==> src/rtl/instr_fetch.sv <==
`default_nettype none
// ============================================================================
//  Module      : instr_fetch
//  Description : Instruction fetch unit. Reads one instruction word from
//                program memory, holds it for the decoder until it is
//                accepted, then updates the PC (increment, relative branch,
//                absolute branch) or halts when the decoder asks for
//                nothing.
//  Ports       : clk, reset            - clock, async active-high reset
//                run                   - start from IDLE / resume from HALT
//                prog_addr/rd/ack/data - program memory read port
//                instr, opcode         - instruction to decoder (+ top 6 bits)
//                instr_valid/ready     - decoder handshake
//                PCincr, branch_rel,
//                branch_abs, branch_addr - PC update request on accept
//                halted                - high while in HALT
//  Revision    : 1.0 - initial release
// ============================================================================
module instr_fetch #(
    parameter int Psize = 6,
    parameter int Isize = 20
) (
    input  logic             clk,
    input  logic             reset,
    input  logic             run,
    output logic [Psize-1:0] prog_addr,
    output logic             prog_rd,
    input  logic             prog_ack,
    input  logic [Isize-1:0] prog_data,
    output logic [Isize-1:0] instr,
    output logic [5:0]       opcode,
    output logic             instr_valid,
    input  logic             instr_ready,
    input  logic             PCincr,
    input  logic             branch_rel,
    input  logic             branch_abs,
    input  logic [Psize-1:0] branch_addr,
    output logic             halted
);

    typedef enum logic [1:0] {
        ST_IDLE  = 2'd0,
        ST_FETCH = 2'd1,
        ST_ISSUE = 2'd2,
        ST_HALT  = 2'd3
    } state_t;

    state_t           r_state;
    logic [Psize-1:0] r_pc;
    logic [Isize-1:0] r_instr;
    logic             r_instr_valid;
    logic             r_prog_rd;
    logic             r_halted;

    logic [Psize-1:0] w_pc_accept;
    logic             w_pc_change;

    // PC value applied on the accepting edge. Additions truncate to Psize,
    // so wrap-around is implicit and raises no flag.
    always_comb begin
        w_pc_accept = r_pc;
        w_pc_change = branch_abs | branch_rel | PCincr;
        if (branch_abs) begin
            w_pc_accept = branch_addr;
        end else if (branch_rel) begin
            w_pc_accept = r_pc + branch_addr;
        end else if (PCincr) begin
            w_pc_accept = r_pc + Psize'(1);
        end
    end

    // prog_rd and halted are registered alongside the state so they always
    // reflect the state being entered (prog_rd == FETCH, halted == HALT).
    always_ff @(posedge clk or posedge reset) begin
        if (reset) begin
            r_state       <= ST_IDLE;
            r_pc          <= '0;
            r_instr       <= '0;
            r_instr_valid <= 1'b0;
            r_prog_rd     <= 1'b0;
            r_halted      <= 1'b0;
        end else begin
            case (r_state)
                ST_IDLE: begin
                    if (run) begin
                        r_state   <= ST_FETCH;
                        r_prog_rd <= 1'b1;
                    end
                end
                ST_FETCH: begin
                    if (prog_ack) begin
                        r_instr       <= prog_data;
                        r_instr_valid <= 1'b1;
                        r_prog_rd     <= 1'b0;
                        r_state       <= ST_ISSUE;
                    end
                end
                ST_ISSUE: begin
                    if (instr_ready) begin
                        r_instr_valid <= 1'b0;
                        r_pc          <= w_pc_accept;
                        if (w_pc_change) begin
                            r_state   <= ST_FETCH;
                            r_prog_rd <= 1'b1;
                        end else begin
                            r_state   <= ST_HALT;
                            r_halted  <= 1'b1;
                        end
                    end
                end
                ST_HALT: begin
                    // Resume continues with the instruction after the one
                    // that caused the halt.
                    if (run) begin
                        r_pc      <= r_pc + Psize'(1);
                        r_halted  <= 1'b0;
                        r_prog_rd <= 1'b1;
                        r_state   <= ST_FETCH;
                    end
                end
                default: begin
                    r_state <= ST_IDLE;
                end
            endcase
        end
    end

    assign prog_addr   = r_pc;
    assign prog_rd     = r_prog_rd;
    assign instr       = r_instr;
    assign opcode      = r_instr[Isize-1:Isize-6];
    assign instr_valid = r_instr_valid;
    assign halted      = r_halted;

endmodule
`default_nettype wire

==> config.mk <==
export PLATFORM = sky130hd
export DESIGN_NAME = instr_fetch
export DESIGN_NICKNAME = d
export VERILOG_FILES = /design/src/rtl/instr_fetch.sv
export SDC_FILE = /design/constraint.sdc
export NUM_CORES = 1
export LEC_CHECK = 0
export ABC_CLOCK_PERIOD_IN_PS = 2420
export BUFFER_PORTS_ARGS = -buffer_cell sky130_fd_sc_hd__buf_4
export CAP_MARGIN = 15
export CORE_MARGIN = 1
export CORE_UTILIZATION = 49
export DETAILED_ROUTE_END_ITERATION = 7
export PLACE_DENSITY = 0.79
export SLEW_MARGIN = 20
export SYNTH_ARGS = -nofsm -noshare
export SYNTH_HDL_FRONTEND = slang
export SYNTH_SLANG_ARGS = --single-unit
==> constraint.sdc <==
create_clock -name clk -period 2.42 [get_ports clk]
set_input_delay 0.121 -clock clk [delete_from_list [all_inputs] [get_ports clk]]
set_output_delay 0.121 -clock clk [all_outputs]
set_load 0.02 [all_outputs]
==> summary.md <==
| Metric | Value |
|---|---|
| Fraction of layout cells with a size suffix above 1 | 0.453 |
| WL final | 3970 µm |
| Final min period | 2.23 ns |
| Yosys top cell area share | 0.433 |
| Vias in the first global route | 1,542 |
| Netlist cell types | 47 |
| Reg power frac | 0.314 |
| DR vias | 1,537 |
| Post-Syn Area | 1790 µm² |
| Gp weighted congestion | 0.952 |
| Syn_nets | 210 |
| Max-cap violations | 0 |
| FF+latch count, synth | 31 |
| CTS tree | done |
| CP Data Required Time | 2.66 ns |
| Layout Cells excl Fill | 282 |
| Slew HR | 0.735 |
| Sw Ratio | 0.434 |
| Max stage delay cell, worst path | dfrtp_1 |
| Initial antenna violation count | 0 |
| Commonest non-fill, non-tap cell in the layout | buf_4 |
| Largest cells by area after synthesis | dfrtp_1, mux2_2, ha_1 |
| Combinational share of power | 0.599 |
| P_int | 0.00182 W |
| Post-Place Worst Slack | 0.240 ns |
| Post-synth EDFFs | 0 |
| Synth warn | 0 |
| Clock-pin transition on the worst setup and hold timing paths | 0.09 ns |
| PortBufs | 68 |
| Height of the die | 62.5 µm |
| N_diodes | 0 |
| Num CTS Buffers | 5 |
| Drt via density | 5.45 |
| Critical path arrival | 2.47 ns |
| Power per standard cell area | 1350 nW/µm² |
| Mean routed wirelength per cell | 14.1 µm |
| Die Wd | 62.5 µm |
| Slew Viols, Final | 0 |
| Antenna viol nets, final | 0 |
| Cells after DPL | 273 |
| PnR worst setup slack | 0.190 ns |
| Sw power | 0.00140 W |
| Top delay family on crit path | simple AND/OR/NAND/NOR gates |
| Final Util | 0.697 |
| CTS sink count | 31 |
| Num rows | 21 |
| Bufs and invs on worst path | 1 |
| Total iterations of the first detailed-routing run | 4 |
| Htree depth | 2 |
| Syn Inst Count | 166 |
| Top FF cell, synth | dfrtp_1 |
| Status | completed |
| Fill count | 276 |
| Core area | 3420 µm² |
| CTS Buffer Depth | 2 |
| Post-CTS Setup Inserts | 0 |
| Sum Neg Setup Slack | 0 ns |
| Die area | 3910 µm² |
| Initial Util | 0.525 |
| Asr flop ratio synth | 1.00 |
| RSZ-0062 raised after global routing | no |
| Slew at the pin closest to its max-slew limit | 0.396 ns |
| Clock latency on the worst-skew pair | 0.31 ns |
| Remaining global-route overflow | 0 |
| Largest stage delay, worst path | 0.49 ns |
| Pwr Total | 0.00322 W |
| Worst hold path type | input port to flop |
| Max Freq | 448 MHz |
| DRC violation count after routing | 0 |
| Synth-to-Final Area Change | 32.9% |
| Crit Path Max Fanout | 7 |
| Clock power share | 0.086 |
| Mean Syn Cell Area | 10.8 µm² |
| Detailed Place HPWL | 3120 µm |
| Post-synthesis sequential area ratio | 0.433 |
| Crit-path cells | ha_1, inv_1, fa_1, nor2b_1, o21a_1, nor3_1, or4b_1, a21oi_1 |
| # nets final | 279 |
| Total GRT Usage | 0.213 |
| Worst Clk Skew | 0.00211 ns |
| Number of top-level pins | 69 |
| Area leader, netlist | dfrtp_1 |
| Final setup vio count | 0 |
| Fin. Hold Viols | 0 |
| Root Buffer | clkbuf_4 |
| Initial DRC Count | 63 |
| Critical Path End Type | flop |
| Crit path kind | flop to flop |
| Largest net degree at the start of global routing | 32 |
| VDD IR max | 698 µV |
| Commonest non-fill, non-tap cells in the layout | buf_4, dfrtp_1, mux2_2 |
| Worst Setup Start Kind | flop |
| Final Cycle Share | 0.922 |
| Leak | 1.14 nW |
| First-pass GRT wire length | 6690 µm |
## metrics by stage
stage | hold WS [ns] | area [µm²]
after floorplan | 0.225 | 1790
after detailed placement | 0.236 | 2320
after global placement | 0.220 | 2320
final | 0.0337 | 2380
after CTS | 0.0209 | 2380
after global routing | 0.0119 | 2380
## routing by layer
| metal | wire [µm] | track usage |
|---|---|---|
| met1 | 1600 | 0.248 |
| met2 | 2160 | 0.383 |
| met3 | 180 | 0.0511 |
| met4 | 19 | 0.0669 |
| met5 | 0 | 0 |
## worst reg2reg max path: stages (launching register included)
cell and delay, ns:
dfrtp_1 0.49, ha_1 0.24, inv_1 0.06, fa_1 0.39, nor2b_1 0.18, o21a_1 0.15
nor3_1 0.04, or4b_1 0.46, a21oi_1 0.15
## layout make-up
| cell class | instances | area (µm²) | area share |
|---|---|---|---|
| repair buffers | 73 | 551 | 0.231 |
| clock inverters | 1 | 5.00 | 0.00210 |
| well taps | 46 | 57.6 | 0.0242 |
| multi-input cells | 112 | 903 | 0.379 |
| flip-flops and latches | 31 | 776 | 0.326 |
| inverters | 12 | 45.0 | 0.0189 |
| clock buffers | 7 | 45.0 | 0.0189 |
## final timing paths
path | from | depth (start not counted) | end | slack (ns)
worst max-delay path | prog_addr[0] | 8 | prog_addr[4] | 0.19
worst min-delay path | prog_data[12] | 2 | instr[12] | 0.03
worst max register to register | prog_addr[0] | 8 | prog_addr[4] | 0.19
worst min register to register | prog_rd | 2 | prog_rd | 0.50
max in group asynchronous | reset | 4 | instr_valid | 1.70
min in group asynchronous | reset | 4 | instr[4] | 0.44
## logic make-up (layout without fill, tap and decap cells)
kind of cell	after synthesis	after routing	synth area share
AOI/OAI and AO/OA	42	42	0.157
and+or+nand+nor	36	36	0.126
DFF	31	31	0.433
buffers and inverters	23	93	0.0635
muxes	22	22	0.137
adders and majority gates	10	10	0.0740
xor gates and xnor gates	2	2	0.00977
## power groups by stage
stage,Sequential [W],Clock [W],Combinational [W]
floorplan,0.00128,0,0.000991
global placement,0.000996,0,0.00189
detailed placement,0.00102,0,0.00194
CTS,0.00101,0.000291,0.00194
global route,0.00105,0.000310,0.00209
finish,0.00101,0.000278,0.00193
## registers in the layout, summed over array words and instances, names as in the netlist
signal,cells
halted,1
instr,20
instr_valid,1
prog_addr,6
prog_rd,1
r_state,2
## timing repair
item,in CTS,in global routing
hold buffers,1,0
resized for setup,0,0
setup endpoints to repair,0,0
endpoints found under the hold margin,31,0
## synth_stat cells (2+ instances only)
library cell and count:
dfrtp_1 31, mux2_2 20, inv_1 12, nand2_1 10, ha_1 9, o21ai_0 9, a21oi_1 8, buf_4 7
nor2_1 5, nor3_1 5, clkbuf_1 3, o21ai_1 3, a211oi_1 2, mux2i_1 2, nand2b_1 2, nor2b_1 2
o211ai_1 2, o21a_1 2, o221ai_1 2, or4b_1 2, xnor2_1 2
Note: power is estimated with default switching activity, not from simulation.
